===== config.mk =====
export PLATFORM = sky130hd
export DESIGN_NAME = fit_scheduler
export DESIGN_NICKNAME = d
export VERILOG_FILES = /design/src/rtl/fit_scheduler.sv
export SDC_FILE = /design/constraint.sdc
export NUM_CORES = 1
export LEC_CHECK = 0
export ABC_AREA = 0
export CAP_MARGIN = 10
export CORE_MARGIN = 2
export CORE_UTILIZATION = 50
export CTS_CLUSTER_DIAMETER = 40
export DETAILED_ROUTE_END_ITERATION = 12
export PLACE_DENSITY = 0.8
export SYNTH_ARGS = -nofsm -noshare
export SYNTH_HDL_FRONTEND = slang
export SYNTH_SLANG_ARGS = --single-unit

===== constraint.sdc =====
create_clock -name CLOCK_50 -period 2.45 [get_ports CLOCK_50]
set_input_delay 0.245 -clock CLOCK_50 [delete_from_list [all_inputs] [get_ports CLOCK_50]]
set_output_delay 0.245 -clock CLOCK_50 [all_outputs]
set_load 0.02 [all_outputs]

===== src/rtl/fit_scheduler.sv =====
// Fitness scheduler: issues one evaluation per gene, tracks the best result, stops on a TARGET hit.
// Per gene: ISSUE, WAIT (until fitnessReady or TIMEOUT cycles), CHECK, NEXT; leaves to IDLE when deselected.
module fit_scheduler #(
  parameter int POPULATION = 24,
  parameter int FIT_W = 10,
  parameter int TARGET = 2,
  parameter int TIMEOUT = 255,
  parameter logic [2:0] FIT_CTRL = 3'b001
) (
  input  logic             CLOCK_50,
  input  logic             reset,
  input  logic [2:0]       state_controller,
  input  logic [FIT_W-1:0] fitness,
  input  logic             fitnessReady,
  output logic             eval_start,
  output logic [7:0]       eval_index,
  output logic [FIT_W-1:0] best_fitness,
  output logic [7:0]       best_index,
  output logic             gene_found,
  output logic [7:0]       found_index,
  output logic             sched_done,
  output logic             timeout_flag,
  output logic [7:0]       eval_count,
  output logic [2:0]       state_sched
);

  typedef enum logic [2:0] {
    IDLE  = 3'b000,
    ISSUE = 3'b001,
    WAIT  = 3'b010,
    CHECK = 3'b011,
    NEXT  = 3'b100,
    DONE  = 3'b101,
    FOUND = 3'b110
  } state_t;

  localparam int TW = $clog2(TIMEOUT + 1);
  localparam logic [TW-1:0]    TMO_LAST = TW'(TIMEOUT - 1);
  localparam logic [7:0]       LAST_IDX = 8'(POPULATION - 1);
  localparam logic [FIT_W-1:0] TGT      = FIT_W'(TARGET);

  state_t           state;
  logic [TW-1:0]    timer;
  logic [FIT_W-1:0] fit_q;
  logic             active;

  assign active      = (state_controller == FIT_CTRL);
  assign state_sched = state;

  always_ff @(posedge CLOCK_50) begin
    if (reset) begin
      state        <= IDLE;
      timer        <= '0;
      fit_q        <= '0;
      eval_start   <= 1'b0;
      eval_index   <= '0;
      best_fitness <= '0;
      best_index   <= '0;
      gene_found   <= 1'b0;
      found_index  <= '0;
      sched_done   <= 1'b0;
      timeout_flag <= 1'b0;
      eval_count   <= '0;
    end else begin
      eval_start <= 1'b0;
      // Losing the controller abandons the pass but keeps results visible.
      if (state != IDLE && !active) begin
        state      <= IDLE;
        gene_found <= 1'b0;
        sched_done <= 1'b0;
      end else begin
        case (state)
          IDLE: if (active) begin
            state        <= ISSUE;
            eval_start   <= 1'b1;
            eval_index   <= '0;
            best_fitness <= '0;
            best_index   <= '0;
            eval_count   <= '0;
            timeout_flag <= 1'b0;
            timer        <= '0;
          end
          ISSUE: begin
            timer <= '0;
            state <= WAIT;
          end
          WAIT: begin
            if (fitnessReady) begin
              fit_q <= fitness;
              state <= CHECK;
            end else if (timer == TMO_LAST) begin
              fit_q        <= '0;
              timeout_flag <= 1'b1;
              state        <= CHECK;
            end else begin
              timer <= timer + 1'b1;
            end
          end
          CHECK: begin
            // Strict compare: ties keep the earlier index.
            if (fit_q > best_fitness) begin
              best_fitness <= fit_q;
              best_index   <= eval_index;
            end
            if (fit_q == TGT) begin
              gene_found  <= 1'b1;
              found_index <= eval_index;
              state       <= FOUND;
            end else begin
              state <= NEXT;
            end
          end
          NEXT: begin
            eval_count <= eval_count + 1'b1;
            if (eval_index == LAST_IDX) begin
              sched_done <= 1'b1;
              state      <= DONE;
            end else begin
              eval_index <= eval_index + 1'b1;
              eval_start <= 1'b1;
              state      <= ISSUE;
            end
          end
          DONE:    sched_done <= 1'b1;
          FOUND:   gene_found <= 1'b1;
          default: state <= IDLE;
        endcase
      end
    end
  end

endmodule


Word-level counts from Yosys, hierarchy flattened:

Cells that the tools add are included.

* bits in registers: 67
* input port bits: 16
* output and inout port bits: 49
* word-level logic and storage cells: 91

* $add $sub $neg: 3
* order comparisons: 1
* equality and inequality tests: 19
* multiplexer cells: 31
* bitwise operators: 2
* reduce and logical (&&, ||, !) cells: 23

Operators with widths (number)
* one-hot mux 8 bit (2 select lines): 3
* 2-to-1 mux 10 bit: 4
* 2-to-1 mux 8 bit: 5
* adder 8 x 1 -> 8 bit (second input constant): 3
* one-hot mux 8 bit (3 select lines): 1
* one-hot mux 10 bit (2 select lines): 1
* one-hot mux 3 bit (6 select lines): 1
* != test 2 bit (second input constant): 8
* 2-to-1 mux 3 bit: 4
* AND reduction 3 bit: 4
* nonzero test 2 bit: 6
* == test 10 x 2 -> 1 bit (second input constant): 1
* greater-than comparator 10 bit: 1
* AND reduction 5 bit: 2
* == test 3 bit (second input constant): 3
* == test 8 x 5 -> 1 bit (second input constant): 1
* == test 8 bit (second input constant): 1
* one-hot mux 1 bit (2 select lines): 4
* AND reduction 4 bit: 2
* 2-to-1 mux 1 bit: 7
* == test 3 x 1 -> 1 bit (second input constant): 2
* == test 3 x 2 -> 1 bit (second input constant): 2
* nonzero test 3 bit: 2
* AND reduction 2 bit: 2
* 7 further kinds: 9

Logic depth before layout (Yosys ltp):

* word-level depth: 5
* mapped depth: 9
* mapped depth without buffers: 7

Least setup slack after synthesis:

Ideal clock, no wire load.

* kind: register -> register
* start point: reg best_fitness[7]
* end point: reg best_fitness[0]
* library setup time: 0.072 ns
* data arrival time: 2.006 ns
* required time: 2.378 ns
* path slack: 0.373 ns
* cell stages (with the launch flop): 9
* path buffers: 2
* path through: dfxtp_1 inv_1 ha_1 a211oi_1 nor2_1 o41ai_1 buf_6 buf_6 mux2i_1

* cells in the longest elaborated chain, start to end: 3

Ends and longest elaborated chain
* from (decl): line 17 `output logic [FIT_W-1:0] best_fitness,`
* from (signal assigned): line 102 `best_fitness <= fit_q;`
* greater-than comparator 10 bit: line 101 `if (fit_q > best_fitness) begin`
* != test 2 bit (no source line)
* AND reduction 4 bit (no source line)

No other way between the ends.
A chain may end at the register's enable or synchronous reset.

Worst setup path in the final report:

* start point: reg best_fitness[7]
* end point: reg best_index[2]

* cells in the longest elaborated chain, start to end: 3

Ends and longest elaborated chain
* greater-than comparator 10 bit: line 101
* != test 2 bit (no source line)
* AND reduction 4 bit (no source line)
* to (signal assigned): line 103 `best_index <= eval_index;`
* to (decl): line 18 `output logic [7:0] best_index,`

No other way between the ends.

==> results.toml <==
[setup_path]
path_max_fanout = 16
path_class = "reg2reg"
critPathLaunch = "best_fitness[7]$_SDFFE_PP0P_"
required_ns = 2.72
start_kind = "flip-flop"
end_kind = "flip-flop"
reg2reg_from = "best_fitness[7]$_SDFFE_PP0P_"
r2r_setup_slack_ns = 0.22
cp.arrival_ns = 2.49

[drt]
route.detailed.drc = 0
routed_wl_mm = 7.402
route.vias.total = 2703
via_per_inst = 5.417
drt_first_pass_iters = 4
wire_per_inst_um = 14.83
ant_nets = 0
first_iter_violations = 114

[yosys]
synthXorXnorAreaFrac_pct = 5.712
synth-seq-area-share_pct = 43.74
synth_flop_cell = "dfxtp_1"
synthMuxAreaShare_pct = 8.486
synthSimpleGateAreaFrac_pct = 21.30
synth_top_area_share_pct = 43.74
ys_types = 43
yosys.area.top_type = "dfxtp_1"
avgSynthCellArea_um2 = 8.915
synth_top_family_by_area = "simple AND/OR/NAND/NOR gates"
syn_area_um2 = 3067
synth-async-reset-ratio_pct = 0
ys_ff_latch = 67
synth_nets = 374
synthTopCellsByArea = "dfxtp_1 44%, mux2i_1 8.5%, nand2_1 6.0%"
syn_inst = 344
synthAdderAreaFrac_pct = 5.712
synth_edf_count = 0
yosys_warnings = 0
synth_compound_area_share_pct = 10.98

[cells_and_area]
syn_to_final_growth_pct = 31.37
layout_commonest_cell = "dfxtp_1"
antenna_cells = 0
layout_common_cells = "67 x dfxtp_1, 64 x clkdlybuf4s50_1, 49 x nand2_1, 37 x nor2_1, 26 x mux2i_1"
final_nets = 449
drive_above_1_share_pct = 8.255

[timing]
min_period_over_period_pct = 90.98
period_needed_ns = 2.229
slew_viol_final = 0
max_slew.worst_pin.slew_ns = 0.7203
grt_setup_unrepaired = "false"
final_hold_viol_count = 0
tns_ns = 0
setup_viol = 0
slew_headroom_pct = 51.80
fin_ws_ns = 0.2211
fmax_mhz = 448.7
finalClockSkew_ns = 0.009503

[placed_design]
place_worst_setup_slack_ns = 0.1536
io_buffer_count = 64
place.gp.congestion = 0.7949
dp_hpwl_mm = 5.245

[cts]
cts_sinks = 67
post_cts_resized = 0
cts_setup_buffers = 0
clkTransAtPathRegs_ns = 0.07
clk_latency_ns = 0.35
cts_tree = "built"
h-tree-depth = 3
clock-root-buffer = "clkbuf_8"
cts_buffers = 9
cts-hold-fix-buffers = 0
clk_path_buf_depth = 2

[floorplanning]
coreArea_um2 = 5921
die-area_um2 = 6776
fp.dieW_um = 82.32
io-pin-count = 65
start_util_pct = 51.80
die_h_um = 82.32
rows = 28

[pwr]
peakVddDrop_mv = 0.3345
powerDensity_nw_per_um2 = 493.0
p_leak_nw = 1.525

[worst_hold_path]
hold_path_startpoint = "best_index[4]$_SDFFE_PP0P_"
hold_path.class = "reg2reg"

[grt]
grt_usage_pct = 23.66
grt_pass1_wl_mm = 12.21
antenna_found_initial = 0
grt_max_degree = 20
overflow = 0
grt_pass1_vias = 2724

[status]
status = "finished, final reports clean"

[job]
cap_violations = 0
[synthesized netlist by cell type (2+ instances only)]
master / instances
a211oi_1: 7
a21o_1: 3
a21oi_1: 15
a22o_1: 10
and2_1: 2
and3_1: 2
buf_6: 2
clkbuf_1: 10
dfxtp_1: 67
ha_1: 14
inv_1: 16
mux2i_1: 26
nand2_1: 49
nand2b_1: 4
nand3_1: 12
nand4_1: 7
nor2_1: 37
nor3_1: 8
nor3b_1: 2
nor4_1: 2
nor4b_1: 2
o21ai_0: 7
or3_1: 2
xnor2_1: 14
xor2_1: 6
[worst max-delay path: stages (launching register included)]
cell and delay, ns:
dfxtp_1 0.37, inv_1 0.06, ha_1 0.30, a211oi_1 0.26, nor2_1 0.09, o41ai_2 0.62, buf_12 0.25, mux2i_1 0.20
[per-stage QoR]
step	total power, mW	hold WS, ns	util [%]	cells	area, um^2
final	1.986	0.4648	68.05	499	4029
after global routing	2.056	0.4855	68.05	499	4029
after CTS	1.995	0.4671	68.05	499	4029
after detailed placement	1.215	0.4482	65.17	483	3859
after global placement	1.214	0.4466	65.17	483	3859
after floorplan	1.167	0.3707	-	344	3067
[worst paths after layout]
| path | cells after the start | endpoint |
|---|---|---|
| setup / recovery | 7 | best_index[2]$_SDFFE_PP0P_ |
| hold / removal | 2 | best_index[4]$_SDFFE_PP0P_ |
| hold reg to reg | 2 | best_index[4]$_SDFFE_PP0P_ |
| setup reg to reg | 7 | best_index[2]$_SDFFE_PP0P_ |
[layout make-up]
class,count,area [um^2]
timing repair buffer,77,750.7
multi-input combinational,248,1613
clock inverter,6,42.54
inverter,16,60.06
sequential,67,1341
clock buffer,10,127.6
tap,75,93.84
fill,485,1892
[sequential cells by signal, summed over array words and instances (netlist names)]
signal and count:
eval_count 8, best_index 8, sched_done 1, timer 8, eval_index 8, fit_q 10, state_sched 3, timeout_flag 1
best_fitness 10, found_index 8, gene_found 1, eval_start 1
[kinds of logic (layout without fill, tap and decap cells)]
logic type | Yosys count | in the layout
AOI/OAI and AO/OA | 50 | 50
xor gates and xnor gates | 20 | 20
adders and majority gates | 14 | 14
buffers and inverters | 29 | 109
DFF | 67 | 67
muxes | 26 | 26
and+or+nand+nor | 138 | 138
[routing by layer]
metal	part of all wire, %	vias up	GRT usage (%)	wire length [um]
met2	50	60	39.84	3683
met1	43	1287	27.51	3175
li1	-	1335	-	-
met5	0	-	0	0
met3	5.3	21	8.043	391
met4	2.0	0	9.500	151
[report_power, final]
part / leakage, nW / total, mW / internal [mW] / switching, mW
Clock: 0.0822 / 0.796 / 0.366 / 0.429
Sequential: 0.540 / 1.10 / 1.09 / 0.00620
Combinational: 0.903 / 0.0921 / 0.0427 / 0.0495
Total: 1.52 / 1.99 / 1.50 / 0.485
(Power assumes the default switching activity.)
